===== src/rtl/axi4lite_master_bridge.sv =====
// Single-beat command/response to AXI4-Lite master bridge, one transaction in flight.
// Define AXI_BRIDGE_STATS_EN to add 16-bit write/read/error transaction counters.
module axi4lite_master_bridge #(
   parameter int ADDR_WIDTH = 32,
   parameter int DATA_WIDTH = 32
) (
   input  logic                    aclk,
   input  logic                    aresetn,
`ifdef AXI_BRIDGE_STATS_EN
   output logic [15:0]             stat_wr_cnt,
   output logic [15:0]             stat_rd_cnt,
   output logic [15:0]             stat_err_cnt,
`endif
   input  logic                    cmd_valid,
   output logic                    cmd_ready,
   input  logic                    cmd_write,
   input  logic [ADDR_WIDTH-1:0]   cmd_addr,
   input  logic [DATA_WIDTH-1:0]   cmd_wdata,
   input  logic [DATA_WIDTH/8-1:0] cmd_wstrb,
   output logic                    rsp_valid,
   input  logic                    rsp_ready,
   output logic [DATA_WIDTH-1:0]   rsp_rdata,
   output logic [1:0]              rsp_resp,
   output logic                    rsp_write,
   output logic [ADDR_WIDTH-1:0]   m_axi_awaddr,
   output logic                    m_axi_awvalid,
   input  logic                    m_axi_awready,
   output logic [DATA_WIDTH-1:0]   m_axi_wdata,
   output logic [DATA_WIDTH/8-1:0] m_axi_wstrb,
   output logic                    m_axi_wvalid,
   input  logic                    m_axi_wready,
   input  logic [1:0]              m_axi_bresp,
   input  logic                    m_axi_bvalid,
   output logic                    m_axi_bready,
   output logic [ADDR_WIDTH-1:0]   m_axi_araddr,
   output logic                    m_axi_arvalid,
   input  logic                    m_axi_arready,
   input  logic [DATA_WIDTH-1:0]   m_axi_rdata,
   input  logic [1:0]              m_axi_rresp,
   input  logic                    m_axi_rvalid,
   output logic                    m_axi_rready
);

   localparam int STRB_WIDTH = DATA_WIDTH / 8;

   typedef enum logic [2:0] {IDLE, WR_REQ, WR_RESP, RD_REQ, RD_RESP, RSP} state_t;

   state_t                  state, state_next;
   logic                    aw_done, aw_done_next, w_done, w_done_next;
   logic [ADDR_WIDTH-1:0]   addr_q, addr_next;
   logic [DATA_WIDTH-1:0]   wdata_q, wdata_next;
   logic [STRB_WIDTH-1:0]   wstrb_q, wstrb_next;
   logic                    cmd_ready_next, awvalid_next, wvalid_next, bready_next;
   logic                    arvalid_next, rready_next, rsp_valid_next, rsp_write_next;
   logic [DATA_WIDTH-1:0]   rsp_rdata_next;
   logic [1:0]              rsp_resp_next;
   logic                    aw_hs, w_hs, b_hs, r_hs;

   assign aw_hs = m_axi_awvalid & m_axi_awready;
   assign w_hs  = m_axi_wvalid & m_axi_wready;
   assign b_hs  = (state == WR_RESP) & m_axi_bvalid & m_axi_bready;
   assign r_hs  = (state == RD_RESP) & m_axi_rvalid & m_axi_rready;

   // Address and data share one capture register per field; they only load in IDLE,
   // so they are stable for the whole time any valid is high.
   assign m_axi_awaddr = addr_q;
   assign m_axi_araddr = addr_q;
   assign m_axi_wdata  = wdata_q;
   assign m_axi_wstrb  = wstrb_q;

   always_comb begin
      state_next     = state;
      aw_done_next   = aw_done;
      w_done_next    = w_done;
      addr_next      = addr_q;
      wdata_next     = wdata_q;
      wstrb_next     = wstrb_q;
      awvalid_next   = m_axi_awvalid;
      wvalid_next    = m_axi_wvalid;
      bready_next    = m_axi_bready;
      arvalid_next   = m_axi_arvalid;
      rready_next    = m_axi_rready;
      rsp_valid_next = rsp_valid;
      rsp_rdata_next = rsp_rdata;
      rsp_resp_next  = rsp_resp;
      rsp_write_next = rsp_write;
      case (state)
         IDLE: begin
            if (cmd_valid && cmd_ready) begin
               addr_next      = cmd_addr;
               wdata_next     = cmd_wdata;
               wstrb_next     = cmd_wstrb;
               rsp_write_next = cmd_write;
               if (cmd_write) begin
                  state_next   = WR_REQ;
                  awvalid_next = 1'b1;
                  wvalid_next  = 1'b1;
               end else begin
                  state_next   = RD_REQ;
                  arvalid_next = 1'b1;
               end
            end
         end
         WR_REQ: begin
            // AW and W may finish in either order; each valid drops after its own handshake.
            aw_done_next = aw_done | aw_hs;
            w_done_next  = w_done | w_hs;
            if (aw_hs) awvalid_next = 1'b0;
            if (w_hs)  wvalid_next  = 1'b0;
            if (aw_done_next && w_done_next) begin
               state_next   = WR_RESP;
               aw_done_next = 1'b0;
               w_done_next  = 1'b0;
               bready_next  = 1'b1;
            end
         end
         WR_RESP: begin
            if (b_hs) begin
               state_next     = RSP;
               bready_next    = 1'b0;
               rsp_resp_next  = m_axi_bresp;
               rsp_rdata_next = '0;
               rsp_valid_next = 1'b1;
            end
         end
         RD_REQ: begin
            if (m_axi_arvalid && m_axi_arready) begin
               state_next   = RD_RESP;
               arvalid_next = 1'b0;
               rready_next  = 1'b1;
            end
         end
         RD_RESP: begin
            if (r_hs) begin
               state_next     = RSP;
               rready_next    = 1'b0;
               rsp_resp_next  = m_axi_rresp;
               rsp_rdata_next = m_axi_rdata;
               rsp_valid_next = 1'b1;
            end
         end
         RSP: begin
            if (rsp_valid && rsp_ready) begin
               state_next     = IDLE;
               rsp_valid_next = 1'b0;
            end
         end
         default: state_next = IDLE;
      endcase
      cmd_ready_next = (state_next == IDLE);
   end

   always_ff @(posedge aclk) begin
      if (!aresetn) begin
         state         <= IDLE;
         aw_done       <= 1'b0;
         w_done        <= 1'b0;
         addr_q        <= '0;
         wdata_q       <= '0;
         wstrb_q       <= '0;
         cmd_ready     <= 1'b1;
         m_axi_awvalid <= 1'b0;
         m_axi_wvalid  <= 1'b0;
         m_axi_bready  <= 1'b0;
         m_axi_arvalid <= 1'b0;
         m_axi_rready  <= 1'b0;
         rsp_valid     <= 1'b0;
         rsp_rdata     <= '0;
         rsp_resp      <= 2'b00;
         rsp_write     <= 1'b0;
      end else begin
         state         <= state_next;
         aw_done       <= aw_done_next;
         w_done        <= w_done_next;
         addr_q        <= addr_next;
         wdata_q       <= wdata_next;
         wstrb_q       <= wstrb_next;
         cmd_ready     <= cmd_ready_next;
         m_axi_awvalid <= awvalid_next;
         m_axi_wvalid  <= wvalid_next;
         m_axi_bready  <= bready_next;
         m_axi_arvalid <= arvalid_next;
         m_axi_rready  <= rready_next;
         rsp_valid     <= rsp_valid_next;
         rsp_rdata     <= rsp_rdata_next;
         rsp_resp      <= rsp_resp_next;
         rsp_write     <= rsp_write_next;
      end
   end

`ifdef AXI_BRIDGE_STATS_EN
   // Counters wrap naturally; the error count follows bit 1 of whichever response completed.
   always_ff @(posedge aclk) begin
      if (!aresetn) begin
         stat_wr_cnt  <= 16'd0;
         stat_rd_cnt  <= 16'd0;
         stat_err_cnt <= 16'd0;
      end else begin
         if (b_hs) stat_wr_cnt <= stat_wr_cnt + 16'd1;
         if (r_hs) stat_rd_cnt <= stat_rd_cnt + 16'd1;
         if ((b_hs && m_axi_bresp[1]) || (r_hs && m_axi_rresp[1]))
            stat_err_cnt <= stat_err_cnt + 16'd1;
      end
   end
`endif

endmodule


===== config.mk =====
export PLATFORM = sky130hd
export DESIGN_NAME = axi4lite_master_bridge
export DESIGN_NICKNAME = d
export VERILOG_FILES = /design/src/rtl/axi4lite_master_bridge.sv
export SDC_FILE = /design/constraint.sdc
export NUM_CORES = 1
export LEC_CHECK = 0
export CORE_ASPECT_RATIO = 0.7
export CORE_MARGIN = 2
export CORE_UTILIZATION = 25
export CTS_CLUSTER_DIAMETER = 120
export DETAILED_ROUTE_END_ITERATION = 6
export MAX_ROUTING_LAYER = met4
export PLACE_DENSITY = 0.59
export SLEW_MARGIN = 30
export SYNTH_ARGS = -nofsm -noshare
export SYNTH_HDL_FRONTEND = slang
export SYNTH_SLANG_ARGS = --single-unit

===== constraint.sdc =====
create_clock -name aclk -period 4.85 [get_ports aclk]
set_clock_uncertainty 0.2 [all_clocks]
set_input_delay 0.97 -clock aclk [delete_from_list [all_inputs] [get_ports aclk]]
set_output_delay 0.97 -clock aclk [all_outputs]
set_load 0.02 [all_outputs]

==> metrics.md, run 1 <==
| Metric | Value |
|---|---|
| GRT Total Usage | `between 10% and 20%` |
| Kind of critical path | `in -> reg` |
| DRC Markers | `0` |
| Post_cts resized | `0` |
| Clock latency on the worst-skew pair | `0.40 ns` |
| Crit path largest cell delay | `between 0.7 and 0.8 ns` |
| WL/cell | `about 14 um` |
| Yosys top cell area share | `between 40% and 50%` |
| First-pass GRT wire length | `about 23000 um` |
| Fin Hold WS | `~0.24 ns` |
| Top FF cell, synth | `dfxtp_1` |
| I/O Buffers | `between 200 and 300` |
| Worst-path clk slew | `around 0.05 ns` |
| Ratio of cells with drive above 1 in the final layout | `7.72%` |
| HPWL after DPL | `10400 um` |
| Period utilization | `approximately 55%` |
| HP Class | `reg -> reg` |
| Hold Vio Cnt, Final | `0` |
| Design area | `0.00786 sq mm` |
| N_diodes | `0` |
| Status | `finished, final reports clean` |
| CP max stage cell | `or4_4` |
| Worst EP arrival | `2.70 ns` |
| CP cell instances | `clkdlybuf4s50_1, nand2_1, or4_4, o211ai_1, o311ai_1` |
| Adder-cell area share of the yosys netlist | `0%` |
| WP buf/inv | `1` |
| Crit Path Max Fanout | `56` |
| # placed instances | `approximately 990` |
| Post-synth EDFFs | `0` |
| Most frequent cell after synthesis | `nand2_1` |
| Synth area leader | `dfxtp_1` |
| PwrDens | `approximately 370 mW/mm^2` |
| Worst-Margin Slew | `roughly 0.85 ns` |
| Yosys cell types | `41` |
| Leak pwr | `roughly 2.7 nW` |
| Setup repair bufs after CTS | `0` |
| Maximum root-to-sink buffer count | `2` |
| Critical Path Sink Type | `register` |
| Critical path data required time | `4.89 ns` |
| Nets | `just under 900` |
| Final worst setup slack | `roughly 2.2 ns` |
| Initial antenna violation count | `0` |
| CTS tree | `yes` |
| Worst Setup Start Kind | `primary input` |
| Setup violators final | `0` |
| TritonCTS Buffers | `17` |
| Final Slew Violations | `0` |
| YS warnings | `0` |
| Syn_nets | `between 600 and 700` |
| H-tree depth | `4` |
| Crit path max-delay family | `simple AND/OR/NAND/NOR gates` |
| Syn Std Cell Area | `between 0.004 and 0.005 sq mm` |
| Die X | `between 150 and 200 um` |
| RSZ-0062 raised after global routing | `no` |
| Pre-CTS setup slack | `between 1.5 and 2 ns` |
| Initial drt markers | `between 200 and 300` |
| CTS Hold Bufs | `0` |
| Maximum clock rate | `approximately 0.38 GHz` |
| Multi-input gate area | `roughly 0.0021 sq mm` |
| Vias in the first global route | `~4400` |
| Cells after Synth | `554` |
| Max_cap viols | `0` |
| Relative slew margins | `between 40% and 50%` |
| Gp weighted congestion | `about 0.75` |
| Fillers | `1906` |
| Root buf cell | `clkbuf_16` |
| Reg area | `0.00230 sq mm` |
| Sink Count | `around 120` |
| FP Rows | `42` |
| Layout Utilization | `around two fifths` |
| DR vias/cell | `about 4.4` |
| Mean post-synth cell area | `around 8.7 sq um` |
| Area grow syn2layout | `63.4%` |
| Core Region | `about 0.019 sq mm` |
| Largest cells by area after synthesis | `dfxtp_1, nand2_1, a21boi_0` |
| ANT nets after route | `0` |
| Sum Neg Setup Slack | `0 ns` |
| Compound-gate portion of the synthesized area | `~20%` |
| Fin cells | `between 1000 and 1500` |
| Synth async-reset ratio | `0%` |
| Total gr overflow | `0` |
| Initial Util | `about a quarter` |
| Final wirelength | `14700 um` |
| Placed Area | `between 0.007 and 0.008 sq mm` |
| Die area | `0.0204 sq mm` |
| Largest family of logic cells by synthesized area | `simple AND/OR/NAND/NOR gates` |
| Post-synthesis mux area share | `less than 1%` |
| XOR/XNOR Fraction of Synth Area | `0%` |
| Synth Area in Simple Gates | `a little over a fifth` |
| Max VDD drop | `165 uV` |
| Fin crit period | `roughly 2.7 ns` |
| Synthesized flop and latch total | `around 120` |
| Largest net degree at the start of global routing | `just under 60` |
| Die Span Y | `~120 um` |
| Register area share after synthesis | `between 40% and 50%` |
| Power, Total | `slightly below 3 mW` |
| Vias post-DR | `between 4000 and 5000` |
| I/O pin count | `around 260` |
| Most common library cells after synthesis | `nand2_1, dfxtp_1, a21boi_0, buf_4, nand3_1` |
| First-pass DRT Iterations | `4` |
-- layout make-up --
type,instances,area share (%)
Timing Repair Buffer,264,33.5
Tap cell,242,3.85
Multi-Input combinational cell,366,26.1
Clock inverter,10,1.05
Clock buffer,21,6.11
Sequential cell,115,29.3
Inverter,1,0.0478
-- flip-flops by register name, summed over array words and instances (netlist names) --
register / cells
m_axi_wdata: 32
rsp_write: 1
m_axi_wstrb: 4
m_axi_araddr: 32
m_axi_bready: 1
state: 3
m_axi_wvalid: 1
m_axi_awvalid: 1
w_done: 1
rsp_valid: 1
m_axi_arvalid: 1
rsp_rdata: 32
cmd_ready: 1
aw_done: 1
m_axi_rready: 1
rsp_resp: 2
-- cells in the final DEF (no fill, tap or decap), types with 2 or more instances in the layout --
cell	netlist	layout
o21ai_0	2	2
clkdlybuf4s50_1	0	254
nor2_1	2	2
a21boi_1	30	30
dfxtp_1	115	115
buf_4	35	7
a21boi_0	64	64
nand3_1	33	33
a21boi_2	10	10
a21oi_1	4	4
clkbuf_8	0	4
nor3b_1	3	3
clkbuf_16	0	17
mux2i_1	2	2
nand3_2	3	3
clkinvlp_4	0	3
nand2_1	185	185
clkinv_2	0	6
o211a_1	2	2
or3b_1	2	2
a31oi_1	2	2
nor2b_1	2	2
-- where the power goes --
group          internal, mW  switching, mW  total [mW]
combinational         0.326          0.334       0.660
clock                 0.749          0.438        1.19
sequential             1.02         0.0605        1.08
total                  2.10          0.833        2.93
-- path summary, 6_finish.rpt --
path / startpoint / slack (ns) / cells past startpoint / to
max: cmd_valid / 2.19 / 5 / cmd_ready
min: rsp_rdata[29] / 0.24 / 2 / rsp_rdata[29]
max reg2reg: state[1] / 2.51 / 5 / rsp_rdata[20]
min reg2reg: rsp_rdata[29] / 0.24 / 2 / rsp_rdata[29]
-- metal layers --
layer | wire length (um) | track usage, % | vias to the layer above | share of wire [%]
li1 | - | - | 2227 | -
met1 | 7000 | 19.1 | 2053 | 48
met2 | 6340 | 22.1 | 166 | 43
met3 | 1180 | 5.80 | 12 | 8.0
met4 | 159 | 4.11 | 0 | 1.1
met5 | 0 | - | - | 0
-- worst reg2reg max path, cell delays in order, from the launching register on --
cell and delay, ns:
dfxtp_1 0.64, or3b_1 0.46, o22ai_4 0.43, buf_8 0.26, nand3_1 0.10, a21boi_1 0.17
-- cell families (layout without fill, tap and decap cells) --
family / count (synthesis) / in the layout
AOI/OAI and AO/OA: 124 / 124
buffers and inverters: 73 / 296
DFF: 115 / 115
muxes: 2 / 2
and+or+nand+nor: 240 / 240
(Power assumes the default switching activity.)
==> inputs of run 2 (changes only) <==
==> constraint.sdc (replaced) <==
create_clock -name aclk -period 2.79 [get_ports aclk]
set_clock_uncertainty 0.2 [all_clocks]
set_input_delay 0.558 -clock aclk [delete_from_list [all_inputs] [get_ports aclk]]
set_output_delay 0.558 -clock aclk [all_outputs]
set_load 0.02 [all_outputs]
==> run 2 against run 1 <==
Against the previous run:
- highest routed layer unchanged
- largest power group unchanged
- design area grew 1.8%
- critical path type is now reg -> out
- first-iteration DRC count is 1.6% higher
- combinational power increased by 76%
- final cell count increased by 0.49%
- count of clock-buffer cells in the layout increased by 3
- critical path depth shrank 4
==> metrics.md, run 2 (synthesis results as in run 1) <==
| Metric | Value |
|---|---|
| DRC Markers | `0 (unchanged)` |
| Max VDD drop | `257 uV (+56%)` |
| I/O Buffers | `255 (unchanged)` |
| Setup repair bufs after CTS | `0 (unchanged)` |
| HP Class | `reg -> reg` |
| WL/cell | `14.5 um (+0.41%)` |
| Worst-Margin Slew | `0.585 ns (-0.261 ns)` |
| CP max stage cell | `clkdlybuf4s50_1` |
| Sink Count | `115 (unchanged)` |
| Crit path largest cell delay | `0.67 ns (-0.07 ns)` |
| Vias in the first global route | `4363 (-1.2%)` |
| # placed instances | `992 (+0.40%)` |
| Max_cap viols | `0 (unchanged)` |
| Status | `finished, final reports clean` |
| CTS Hold Bufs | `0 (unchanged)` |
| CP cell instances | `clkdlybuf4s50_1` |
| Clock latency on the worst-skew pair | `0.41 ns (about the same)` |
| PwrDens | `671 mW/mm^2 (+80%)` |
| Root buf cell | `clkbuf_16` |
| Leak pwr | `2.80 nW (+2.1%)` |
| Initial drt markers | `257 (+1.6%)` |
| Setup violators final | `0 (unchanged)` |
| Worst-path clk slew | `0.06 ns (about the same)` |
| WP buf/inv | `1 (unchanged)` |
| ANT nets after route | `0 (unchanged)` |
| I/O pin count | `256 (unchanged)` |
| Most frequent cells in the layout | `clkdlybuf4s50_1, nand2_1, dfxtp_1, a21boi_0, nand3_1` |
| HPWL after DPL | `10600 um (+1.5%)` |
| Min-Delay Startpoint | `rsp_rdata[30]` |
| Crit path max-delay family | `buffers and inverters` |
| Crit Path Max Fanout | `4 (-93%)` |
| Kind of critical path | `reg -> out` |
| Core Region | `0.0189 sq mm (unchanged)` |
| Ratio of cells with drive above 1 in the final layout | `7.80% (+0.079 points)` |
| Worst Setup Start Kind | `register` |
| CTS tree | `yes` |
| Worst EP arrival | `1.45 ns (-1.25 ns)` |
| Initial antenna violation count | `0 (unchanged)` |
| RR Startpoint | `state[1]` |
| Maximum clock rate | `approximately 0.45 GHz` |
| Die X | `170 um (unchanged)` |
| Fin cells | `1024 (+0.49%)` |
| Area grow syn2layout | `66.3%` |
| Pre-CTS setup slack | `0.230 ns (-1.52 ns)` |
| Initial Util | `25.5% (unchanged)` |
| Die area | `0.0204 sq mm (unchanged)` |
| Relative slew margins | `61.0% (+17 points)` |
| Gp weighted congestion | `0.782 (+3.9%)` |
| Critical path data required time | `2.03 ns (-2.86 ns)` |
| First-pass DRT Iterations | `4 (unchanged)` |
| Critical Path Sink Type | `output pin` |
| RSZ-0062 raised after global routing | `no` |
| Post_cts resized | `0 (unchanged)` |
| FP Rows | `42 (unchanged)` |
| Vias post-DR | `4459 (+0.022%)` |
| Nets | `883 (+0.46%)` |
| Die Span Y | `120 um (unchanged)` |
| Final wirelength | `14800 um (+0.91%)` |
| Maximum root-to-sink buffer count | `2 (unchanged)` |
| Worst Setup SP | `rsp_valid` |
| N_diodes | `0 (unchanged)` |
| TritonCTS Buffers | `17 (unchanged)` |
| Period utilization | `a little under 80%` |
| Hold Vio Cnt, Final | `0 (unchanged)` |
| First-pass GRT wire length | `23200 um (+0.51%)` |
| DR vias/cell | `4.35 (-0.47%)` |
| Commonest non-fill, non-tap cell in the layout | `clkdlybuf4s50_1` |
| GRT Total Usage | `15.0% (+0.032 points)` |
| Largest net degree at the start of global routing | `60 (+1.7%)` |
| Final Slew Violations | `0 (unchanged)` |
| H-tree depth | `4 (unchanged)` |
| Total gr overflow | `0 (unchanged)` |
| Sum Neg Setup Slack | `0 ns (unchanged)` |
| Fin crit period | `roughly 2.2 ns` |
| Final worst setup slack | `0.585 ns (-1.61 ns)` |
## run 2: cell count changes in the layout (fill, tap and decap cells not counted), sizes merged
cell | before | now
clkinv | 6 | 2
buf | 10 | 14
clkinvlp | 3 | 2
bufinv | 1 | 4
clkbuf | 21 | 24
## run 2: where the power goes
part | total, mW | switching [mW] | internal (mW)
clock network | 2.33 | 0.763 | 1.57
registers | 1.88 | 0.100 | 1.78
logic | 1.16 | 0.583 | 0.579
total | 5.37 | 1.45 | 3.92
## run 2: worst reg2reg max path, cell delays in order (launching register included)
cell and delay (ns):
dfxtp_1 0.62, or3b_1 0.46, o22a_1 0.25, buf_4 0.26, nand2_1 0.13, a21boi_0 0.10
## run 2: per-stage QoR
step | power (mW) | util, % | hold slack [ns] | area [sq um]
finish | 5.37 | 42.4 | 0.245 | 8000
global route | 5.63 | 42.4 | 0.273 | 8000
CTS | 5.46 | 42.4 | 0.249 | 8000
detailed placement | 3.09 | 39.0 | 0.243 | 7370
global placement | 3.09 | 39.0 | 0.238 | 7370
floorplan | 2.53 | - | 0.252 | 4810
## run 2: final timing paths
| path | end | cells after the start | slack [ns] |
|---|---|---|---|
| min | rsp_rdata[30] | 2 | 0.24 |
| max reg2reg | rsp_rdata[31] | 5 | 0.63 |
| max | rsp_valid | 1 | 0.58 |
| min reg2reg | rsp_rdata[30] | 2 | 0.24 |
## run 2: final cells by class
class | count | area [sq um]
clock buffer | 24 | 482
clock inverter | 8 | 149
fill | 1884 | 10900
inverter | 1 | 3.75
multi-input combinational | 366 | 2050
sequential | 115 | 2300
tap | 242 | 303
timing repair buffer | 268 | 2710
## run 2: layer usage
layer | track usage, % | part of all wire (%) | vias up | routed length (um)
met5 | - | 0 | - | 0
met4 | 4.49 | 1.0 | 0 | 149
met3 | 5.47 | 8.3 | 14 | 1230
met2 | 22.4 | 43 | 155 | 6340
met1 | 19.0 | 48 | 2048 | 7090
li1 | - | - | 2242 | -
==> inputs of run 3 (changes only) <==
==> constraint.sdc (replaced) <==
create_clock -name aclk -period 2.2 [get_ports aclk]
set_clock_uncertainty 0.2 [all_clocks]
set_input_delay 0.44 -clock aclk [delete_from_list [all_inputs] [get_ports aclk]]
set_output_delay 0.44 -clock aclk [all_outputs]
set_load 0.02 [all_outputs]
==> run 3 against run 2 <==
Against the previous run:
- register-to-register slack got worse by 0.39 ns
- wire length rose by 0.95%
- sequential power rose by 26%
- total power rose by 18%
- count of clock-buffer cells in the layout fell by 4
- design area fell by 0.99%
- largest cell class unchanged
==> metrics.md, run 3 (synthesis results as in run 1) <==
| Metric | Value |
|---|---|
| CTS tree | `yes` |
| TritonCTS Buffers | `17 (unchanged)` |
| Crit Path Max Fanout | `4 (unchanged)` |
| Maximum root-to-sink buffer count | `2 (unchanged)` |
| Max VDD drop | `390 uV (+51%)` |
| CP max stage cell | `clkdlybuf4s50_1` |
| Die X | `170 um (unchanged)` |
| Ratio of cells with drive above 1 in the final layout | `8.17% (+0.37 points)` |
| Core Region | `0.0189 sq mm (unchanged)` |
| R2r worst-path depth | `6 (+1)` |
| Max_cap viols | `0 (unchanged)` |
| Setup repair bufs after CTS | `0 (unchanged)` |
| Most frequent cells in the layout | `clkdlybuf4s50_1, nand2_1, dfxtp_1, a21boi_0, nand3_1` |
| Met1 Use GR | `18.7% (-0.25 points)` |
| Layout Utilization | `42.0% (-0.42 points)` |
| Leak pwr | `2.76 nW (-1.2%)` |
| Crit path max-delay family | `buffers and inverters` |
| WL/cell | `14.6 um (+0.85%)` |
| ANT nets after route | `0 (unchanged)` |
| Gp weighted congestion | `0.821 (+4.9%)` |
| Die area | `0.0204 sq mm (unchanged)` |
| Root buf cell | `clkbuf_16` |
| CTS Hold Bufs | `0 (unchanged)` |
| GRT Total Usage | `15.0% (-0.028 points)` |
| PwrDens | `798 mW/mm^2 (+19%)` |
| Post_cts resized | `0 (unchanged)` |
| Largest net degree at the start of global routing | `65 (+8.3%)` |
| DR vias/cell | `4.36 (+0.15%)` |
| Kind of critical path | `reg -> out` |
| Reg-to-reg slack, setup | `0.24 ns (-0.39 ns)` |
| Area grow syn2layout | `64.6%` |
| Initial Util | `25.5% (unchanged)` |
| HPWL after DPL | `10500 um (-0.78%)` |
| Setup violators final | `0 (unchanged)` |
| Number of cells on the critical path | `1 (unchanged)` |
| Final wirelength | `14900 um (+0.95%)` |
| Die Span Y | `120 um (unchanged)` |
| Vias post-DR | `4470 (+0.25%)` |
| H-tree depth | `4 (unchanged)` |
| Met2 Use GR | `22.0% (-0.36 points)` |
| CP cell instances | `clkdlybuf4s50_1` |
| Hold worst-path end | `cmd_ready` |
| Hold Crit Depth | `2 (unchanged)` |
| First-pass DRT Iterations | `4 (unchanged)` |
| FP Rows | `42 (unchanged)` |
| Hold Vio Cnt, Final | `0 (unchanged)` |
| HP Class | `in -> reg` |
| RSZ-0062 raised after global routing | `no` |
| Worst Setup Start Kind | `register` |
| Worst-path clk slew | `0.05 ns (about the same)` |
| Worst EP arrival | `1.45 ns (about the same)` |
| GR peak layer | `met2` |
| Initial drt markers | `238 (-7.4%)` |
| Commonest non-fill, non-tap cell in the layout | `clkdlybuf4s50_1` |
| WP buf/inv | `1 (unchanged)` |
| Critical Path Sink Type | `output pin` |
| Fin crit period | `2.09 ns` |
| Initial antenna violation count | `0 (unchanged)` |
| Power, Total | `6.32 mW (+18%)` |
| M3 GR Usage | `5.51% (+0.033 points)` |
| Worst-Margin Slew | `0.421 ns (-0.163 ns)` |
| First-pass GRT wire length | `23200 um (about the same)` |
| RR Endpoint | `rsp_rdata[3]` |
| I/O Buffers | `255 (unchanged)` |
| Relative slew margins | `71.9% (+11 points)` |
| Final Slew Violations | `0 (unchanged)` |
| Crit path largest cell delay | `0.66 ns (about the same)` |
| Status | `finished, final reports clean` |
| Sink Count | `115 (unchanged)` |
| Nets | `885 (+0.23%)` |
| Min-Delay Startpoint | `aresetn` |
| Clock latency on the worst-skew pair | `0.41 ns (about the same)` |
| Maximum clock rate | `around 0.48 GHz` |
| Critical path data required time | `1.56 ns (-0.47 ns)` |
| I/O pin count | `256 (unchanged)` |
| Vias in the first global route | `4394 (+0.71%)` |
| N_diodes | `0 (unchanged)` |
| DRC Markers | `0 (unchanged)` |
| RR Startpoint | `state[0]` |
| Period utilization | `94.9%` |
| Total gr overflow | `0 (unchanged)` |
[run 3: how the worst max path moves through the flow]
stage                  from         endpoint  slack [ns]
3_3_place_gp      cmd_valid    m_axi_arvalid       -0.14
6_report       m_axi_bready     m_axi_bready        0.11
3_5_place_dp      cmd_valid  m_axi_wdata[18]       -0.16
5_1_grt           rsp_valid        rsp_valid        0.04
4_1_cts        m_axi_bready     m_axi_bready        0.08
2_1_floorplan      state[0]     rsp_rdata[6]        0.43
[run 3: through the flow]
stage                     hold slack (ns)  setup WS (ns)  instances  area [sq um]  TNS [ns]
after floorplan                     0.252          0.435        554          4810         0
after global placement              0.238         -0.139        994          7410     -7.50
after detailed placement            0.245         -0.157        994          7410     -7.97
after CTS                           0.214         0.0763       1025          7920         0
after global routing                0.229         0.0392       1025          7920         0
final                               0.220          0.112       1025          7920         0
[run 3: cell type report]
type                       count  area (sq um)
fill                        1900         10900
multi-input combinational    366          2050
clock buffer                  20           447
timing repair buffer         270          2750
clock inverter                11          65.1
inverter                       1          3.75
sequential                   115          2300
tap                          242           303
[run 3: routing by layer]
layer | share of wire (%) | routed length (um)
met5 | 0 | 0
met4 | 1.8 | 264
met3 | 8.2 | 1230
met2 | 43 | 6490
met1 | 47 | 6960
[run 3: power by group]
group | switching, mW | total [mW] | internal [mW]
clock | 0.991 | 2.43 | 1.44
combinational | 0.760 | 1.52 | 0.757
sequential | 0.114 | 2.37 | 2.25
total | 1.87 | 6.32 | 4.45
